`src/rtl/riscv_pkg.sv`:
```
// Shared core definitions: widths, NOP encoding, major opcodes and
// the {pc, ir} bundle handed from fetch to decode.
package riscv_pkg;

  localparam int XLEN = 32;

  localparam logic [31:0] NOP = 32'h0000_0013;

  localparam logic [6:0] OPC_LW  = 7'b000_0011;
  localparam logic [6:0] OPC_SW  = 7'b010_0011;
  localparam logic [6:0] OPC_BEQ = 7'b110_0011;
  localparam logic [6:0] OPC_ALU = 7'b011_0011;

  typedef struct packed {
    logic [XLEN-1:0] pc;
    logic [31:0]     ir;
  } fetch_entry_t;

endpackage

```
`src/rtl/riscv_fetch_stage_buffer.sv`:
```
// fetch_buffer: synchronous FIFO, clear has priority over push/pop.
// Ports: push/wdata, pop/rdata (head), clear, count, full, empty.
module fetch_buffer #(
  parameter int DEPTH = 2,
  parameter int W     = 64,
  localparam int AW   = $clog2(DEPTH),
  localparam int CW   = AW + 1
) (
  input  logic          clk,
  input  logic          rst_n,
  input  logic          push,
  input  logic [W-1:0]  wdata,
  input  logic          pop,
  input  logic          clear,
  output logic [W-1:0]  rdata,
  output logic [CW-1:0] count,
  output logic          full,
  output logic          empty
);

  logic [W-1:0]  mem [DEPTH];
  logic [AW-1:0] wp;
  logic [AW-1:0] rp;

  always_ff @(posedge clk) begin
    if (!rst_n || clear) begin
      wp    <= '0;
      rp    <= '0;
      count <= '0;
    end else begin
      if (push) wp <= wp + AW'(1);
      if (pop)  rp <= rp + AW'(1);
      count <= count + CW'(push) - CW'(pop);
    end
  end

  always_ff @(posedge clk) begin
    if (push && !clear) mem[wp] <= wdata;
  end

  assign rdata = mem[rp];
  assign full  = (count == CW'(DEPTH));
  assign empty = (count == '0);

endmodule

```
`src/rtl/riscv_fetch_stage.sv`:
```
// riscv_fetch_stage: PC, imem request, response buffer, EX redirect.
// Ports: clk, rst_n, imem_req/addr/rdata, redirect_valid/pc, ifid_*.
module riscv_fetch_stage #(
  parameter int              XLEN      = riscv_pkg::XLEN,
  parameter logic [XLEN-1:0] RESET_PC  = '0,
  parameter int              BUF_DEPTH = 2
) (
  input  logic            clk,
  input  logic            rst_n,
  output logic            imem_req,
  output logic [XLEN-1:0] imem_addr,
  input  logic [31:0]     imem_rdata,
  input  logic            redirect_valid,
  input  logic [XLEN-1:0] redirect_pc,
  output logic            ifid_valid,
  input  logic            ifid_ready,
  output logic [31:0]     ifid_ir,
  output logic [XLEN-1:0] ifid_pc
);

  import riscv_pkg::NOP;

  localparam int CW = $clog2(BUF_DEPTH) + 1;
  localparam int W  = XLEN + 32;

  logic [XLEN-1:0] pc;
  logic [XLEN-1:0] issued;
  logic            inflight;
  logic            drop;
  logic            push;
  logic            pop;
  logic            room;
  logic [CW:0]     occ;
  logic [CW-1:0]   count;
  logic            full;
  logic            empty;
  logic [W-1:0]    head;
  logic            unused;

  assign ifid_valid = !empty;
  assign pop        = ifid_valid && ifid_ready;

  // Slots already promised: buffered + response on the bus - head leaving.
  assign occ  = {1'b0, count}
              + {{CW{1'b0}}, inflight}
              - {{CW{1'b0}}, pop};
  assign room = occ < (CW+1)'(BUF_DEPTH);

  assign imem_req  = rst_n && (room || redirect_valid);
  assign imem_addr = redirect_valid
                   ? {redirect_pc[XLEN-1:2], 2'b00}
                   : pc;

  // The response arriving during a redirect is from the old path.
  assign drop = redirect_valid;
  assign push = inflight && !drop;

  always_ff @(posedge clk) begin
    if (!rst_n) begin
      pc       <= RESET_PC;
      issued   <= '0;
      inflight <= 1'b0;
    end else begin
      inflight <= imem_req;
      if (imem_req) begin
        pc     <= imem_addr + XLEN'(4);
        issued <= imem_addr;
      end
    end
  end

  fetch_buffer #(
    .DEPTH (BUF_DEPTH),
    .W     (W)
  ) u_buf (
    .clk   (clk),
    .rst_n (rst_n),
    .push  (push),
    .wdata ({issued, imem_rdata}),
    .pop   (pop && !redirect_valid),
    .clear (redirect_valid),
    .rdata (head),
    .count (count),
    .full  (full),
    .empty (empty)
  );

  assign ifid_ir = ifid_valid ? head[31:0] : NOP;
  assign ifid_pc = ifid_valid ? head[W-1:32] : '0;

  assign unused = ^{redirect_pc[1:0], full};

endmodule
```
`config.mk`:
```
export PLATFORM = sky130hd
export DESIGN_NAME = riscv_fetch_stage
export DESIGN_NICKNAME = d
export VERILOG_FILES = /design/src/rtl/riscv_pkg.sv /design/src/rtl/riscv_fetch_stage_buffer.sv /design/src/rtl/riscv_fetch_stage.sv
export SDC_FILE = /design/constraint.sdc
export NUM_CORES = 1
export LEC_CHECK = 0
export CORE_MARGIN = 10
export CORE_UTILIZATION = 40
export CTS_BUF_LIST = sky130_fd_sc_hd__clkbuf_16
export DETAILED_ROUTE_END_ITERATION = 7
export SLEW_MARGIN = 25
export SYNTH_ARGS = -nofsm -noshare
export SYNTH_HDL_FRONTEND = slang
export SYNTH_SLANG_ARGS = --single-unit
export TNS_END_PERCENT = 30
```
`constraint.sdc`:
```
create_clock -name clk -period 12.3 [get_ports clk]
set_input_delay 2.46 -clock clk [delete_from_list [all_inputs] [get_ports clk]]
set_output_delay 2.46 -clock clk [all_outputs]
set_load 0.05 [all_outputs]
```
Yosys cells after proc, flatten, opt, wreduce, memory -nomap -nowiden
Memories as Yosys holds them, arrays and structs flattened. A register that Yosys moved wholly into a read port is not among the register bits.
Cells that the tools add are included.
{"block": "totals", "wordCells": 33, "reg_bits": 69, "n_memories": 1, "output_inout_bits": 98, "ramBits": 128, "in_bits": 68}
{"block": "classes", "addsub": 7, "n_reduce_logical": 11, "magnitude_cmp": 1, "muxes": 7}
{"memory": "u_buf.mem", "depth": 2, "width": 64, "read_ports": 1, "rd_clocked_by_memory_dff": 1, "write_ports": 1, "line_no": "riscv_fetch_stage_buffer.sv:21", "source": "logic [W-1:0] mem [DEPTH];"}
{"op": "2-to-1 mux 32 bit", "count": 3}
{"op": "adder 32 x 3 -> 32 bit (second input constant)", "count": 1}
{"op": "logical AND 1 bit", "count": 5}
{"op": "2-to-1 mux 1 bit", "count": 4}
{"op": "adder 2 x 1 -> 3 bit", "count": 1}
{"op": "zero test 1 bit", "count": 3}
{"op": "< comparator 3 x 2 -> 1 bit (second input constant)", "count": 1}
{"op": "subtractor 3 x 1 -> 3 bit", "count": 1}
{"op": "adder 1 bit (second input constant)", "count": 2}
{"op": "adder 2 x 1 -> 2 bit", "count": 1}
{"op": "zero test 2 bit", "count": 1}
{"op": "logical OR 1 bit", "count": 2}
{"op": "subtractor 2 x 1 -> 2 bit", "count": 1}

Longest topological paths before layout
{"block": "logic_depth", "depth_word": 7, "mapped_depth": 13, "mapped_depth_nobuf": 12}

Modules after synthesis
From an unflattened synthesis, not the netlist that was laid out.
{"block": "unflattened", "cells_unflattened": 736, "area_unflattened_um2": 9171.3}
{"mod": "fetch_buffer", "seq_area_each_um2": 3943.8, "area_per_inst_um2": 5148.7, "cells_per_inst": 222, "instances": 1}
{"mod": "riscv_fetch_stage", "seq_area_each_um2": 1261.2, "area_per_inst_um2": 4022.6, "cells_per_inst": 514, "instances": 1}

Worst setup path before layout
Ideal clock, no wire load.
{"block": "synth_timing", "path_type": "input to output", "from": "in ifid_ready", "to": "out imem_req", "required_time_ns": 9.840, "path_stages": 9, "path_buffers": 1, "slack_ns": 5.378, "t_arrival_ns": 4.462, "cell_sequence": "nand2_1 inv_1 ha_1 nor2b_1 fa_1 o21bai_1 buf_2 nand2_1 inv_1"}
{"block": "synth_between", "elab_chain_len": 5}
{"element": "start, declared", "line_no": "riscv_fetch_stage.sv:16", "source": "input logic ifid_ready,"}
{"element": "logical AND 1 bit", "line_no": "riscv_fetch_stage.sv:41", "source": "assign pop = ifid_valid && ifid_ready;"}
{"element": "subtractor 3 x 1 -> 3 bit", "line_no": "riscv_fetch_stage.sv:46", "source": "- {{CW{1'b0}}, pop};"}
{"element": "< comparator 3 x 2 -> 1 bit", "line_no": "riscv_fetch_stage.sv:47", "source": "assign room = occ < (CW+1)'(BUF_DEPTH);"}
{"element": "logical OR 1 bit", "line_no": "riscv_fetch_stage.sv:49", "source": "assign imem_req = rst_n && (room || redirect_valid);"}
{"element": "logical AND 1 bit", "line_no": "riscv_fetch_stage.sv:49"}
{"element": "end, declared", "line_no": "riscv_fetch_stage.sv:10", "source": "output logic imem_req,"}
No other way between the ends.

Worst setup path in the final report
Same ends and word-level chain as after synthesis.

==> run summary <==
Status = finished, final reports clean
Core area = 21220 sq um
Die area = 28130 sq um
GP Congestion = 0.8390
WHS = 0.4466 ns
Max-cap violations = 0
Overall power = 1.576 mW
GR Overflow Total = 0
Root buffer cell = clkbuf_16
Worst EP required = 9.84 ns
Synth top area share = 44.03%
DR vias = 6353
DRC Markers = 0
Slew @ Worst Pin = 0.9432 ns
# rows = 53
Mux cell area share after synthesis = 10.76%
Simple-gate share of the synthesized area = 15.29%
Area leader, netlist = edfxtp_1
Routed Antenna Nets = 0
Slew Limit Fails = 0
Layout Nets = 972
Port-buffer cells = 163
Yosys warning count = 0
Post-DP HPWL = 15170 um
Total Wirelength = 22190 um
Sequential share of power = 48.7%
Post-synth ARST share = 0%
Clock sink total = 196
Area contributors post-synth = edfxtp_1, dfxtp_1, mux2i_1, nor2_1, nand3_1
Final Hold Fails = 0
Setup Buffers After CTS = 0
Syn nets = 829
Dpl ws = 3.669 ns
Largest family of logic cells by synthesized area = simple AND/OR/NAND/NOR gates
Total GRT Usage = 15.25%
Initial antenna violation count = 0
Die X = 167.7 um
CTS max path bufs = 2
Cell Count, Final, Fillers Out = 1186
Post-Synth Adder-Cell Area = 0.8026%
Setup total negative slack = 0 ns
Main synth FF type = edfxtp_1
Die H = 167.7 um
Synth cell types = 55
# IOs = 166
Setup crit end kind = output port
Post-CTS Hold Fix Bufs = 0
Skew-Pair Late Insertion Delay = 0.42 ns
Routed len/inst = 18.71 um
CTS tree = yes
RSZ-0062 raised after global routing = no
Slew margin rel. = 37.12%
Starting Density = 41.14%
Cell area power density = 141.1 nW/um^2
EDFF count, synth = 128
CP max FO = 88
PostCTS Resize Cnt = 0
Logic gate share of total power = 16.3%
Cts bufs inserted = 17
Cells after DPL = 1155
Startpoint types = input pin
DR iter-0 viols = 462
Clock Pin Slew Worst Setup and Hold Paths = 0.07 ns
Final instance area = 11170 sq um
Mean area per synthesized cell = 11.55 sq um
Hold Path Class = flop to flop
First-pass GRT wire length = 34780 um
Diode count = 0
Xor/xnor share of the synthesized area = 1.405%
Largest net degree at the start of global routing = 94
Post-synthesis cell area = 8730 sq um
Static leakage = 4.093 nW
Sequential share of the synthesized area = 59.62%
Area growth syn-to-layout = 27.96%
Setup ws final = 3.614 ns
Clock Power Share = 35.0%
Peak Freq = 115.1 MHz
Crit path DAT = 6.23 ns
Setup violators final = 0
Clk_skew = 0.009284 ns
Internal power = 1.156 mW
Crit share post-route = 70.62%
Top-count cell post-synth = edfxtp_1
Sw Ratio = 26.68%
Placed Area = 10580 sq um
Critical path class = input pin to output port
Final core occ = 52.64%
Fin crit period = 8.686 ns
VDD IR max = 0.1000 mV
Number of global-route vias before repair = 6240
Via density = 5.357
Post-synth top cells = edfxtp_1, mux2i_1, nor2_1
DR pass1 iterations = 5
Share of layout cells above drive strength 1 = 6.037%
Switching pwr = 420.6 uW
Compound-gate portion of the synthesized area = 8.270%
Post-Synthesis Cells = 756
Seq cells post-synth = 196
H-tree depth = 4
[metal layers]
metal	vias to the layer above	track usage [%]	part of all wire, %	routed length [um]
met2	219	22.76	44	9774
li1	3057	-	-	-
met4	0	4.845	1.6	351
met3	23	4.354	6.8	1500
met5	-	0	0	0
met1	3054	20.89	48	10560
[layout by cell type, fill, tap and decap left out, drive strengths merged, types with 3 or more instances in the layout]
master,synthesis,routed
or3,5,5
clkdlybuf4s50,0,161
a21oi,3,3
nand4b,7,7
nand2,72,72
a21boi,9,9
clkbuf,27,17
nor3b,5,5
xor2,3,3
edfxtp,128,128
nor2,80,80
o21ai,12,12
mux2i,86,86
o2111ai,5,5
nor2b,5,5
nand4,18,18
and3,3,3
ha,4,4
a31oi,4,4
mux2,7,7
o211ai,5,5
bufinv,0,3
nand3,58,58
clkinv,0,11
and2,8,8
nor3,7,7
dfxtp,68,68
nand3b,7,7
o211a,23,23
a22oi,7,7
xnor2,11,11
a222oi,3,3
buf,20,10
inv,32,32
[path summary, 6_finish.rpt]
| kind | from | slack, ns | cells after the start | to |
|---|---|---|---|---|
| setup / recovery | ifid_ready | 3.61 | 11 | imem_req |
| hold / removal | pc[1] | 0.45 | 0 | u_buf.mem[1][33] |
| setup reg to reg | u_buf.count[1] | 8.10 | 13 | pc[29] |
| hold reg to reg | pc[1] | 0.45 | 0 | u_buf.mem[1][33] |
[kinds of logic after synthesis]
kind of cell,Yosys count
mux,93
fa+ha+maj,5
xor+xnor,14
flops,196
buf+inv,79
compound gates,89
simple gates,280
[power by group through the flow]
stage	Combinational, mW	Sequential, mW	Clock, mW
after floorplan	0.166	0.776	0
after global placement	0.255	0.779	0
after detailed placement	0.258	0.782	0
after CTS	0.259	0.767	0.566
after global routing	0.276	0.772	0.595
final	0.257	0.767	0.552
[final cells by class]
class                      instances  area [sq um]
clock inverter                    14         163.9
fill                            1893         10050
timing repair buffer             171          1685
inverter                          32         120.1
clock buffer                      17         425.4
multi-input combinational        481          3223
sequential                       196          5209
tap                              275         344.1
[worst max-delay path: stages]
cell	delay, ns
clkdlybuf4s50_1	0.46
nand2_1	0.09
inv_1	0.08
ha_1	0.22
nor2b_1	0.14
fa_1	0.49
o21bai_4	0.15
buf_4	0.72
nand2_1	0.36
inv_1	0.19
clkdlybuf4s50_1	0.83
[sequential cells by signal (all words and copies together) (netlist names), named ones only]
| register | count |
|---|---|
| u_buf.wp | 1 |
| inflight | 1 |
| u_buf.rp | 1 |
| u_buf.count | 2 |
| u_buf.mem | 128 |
| pc | 32 |
| issued | 30 |
No activity file was read; power rests on OpenSTA's default activity.
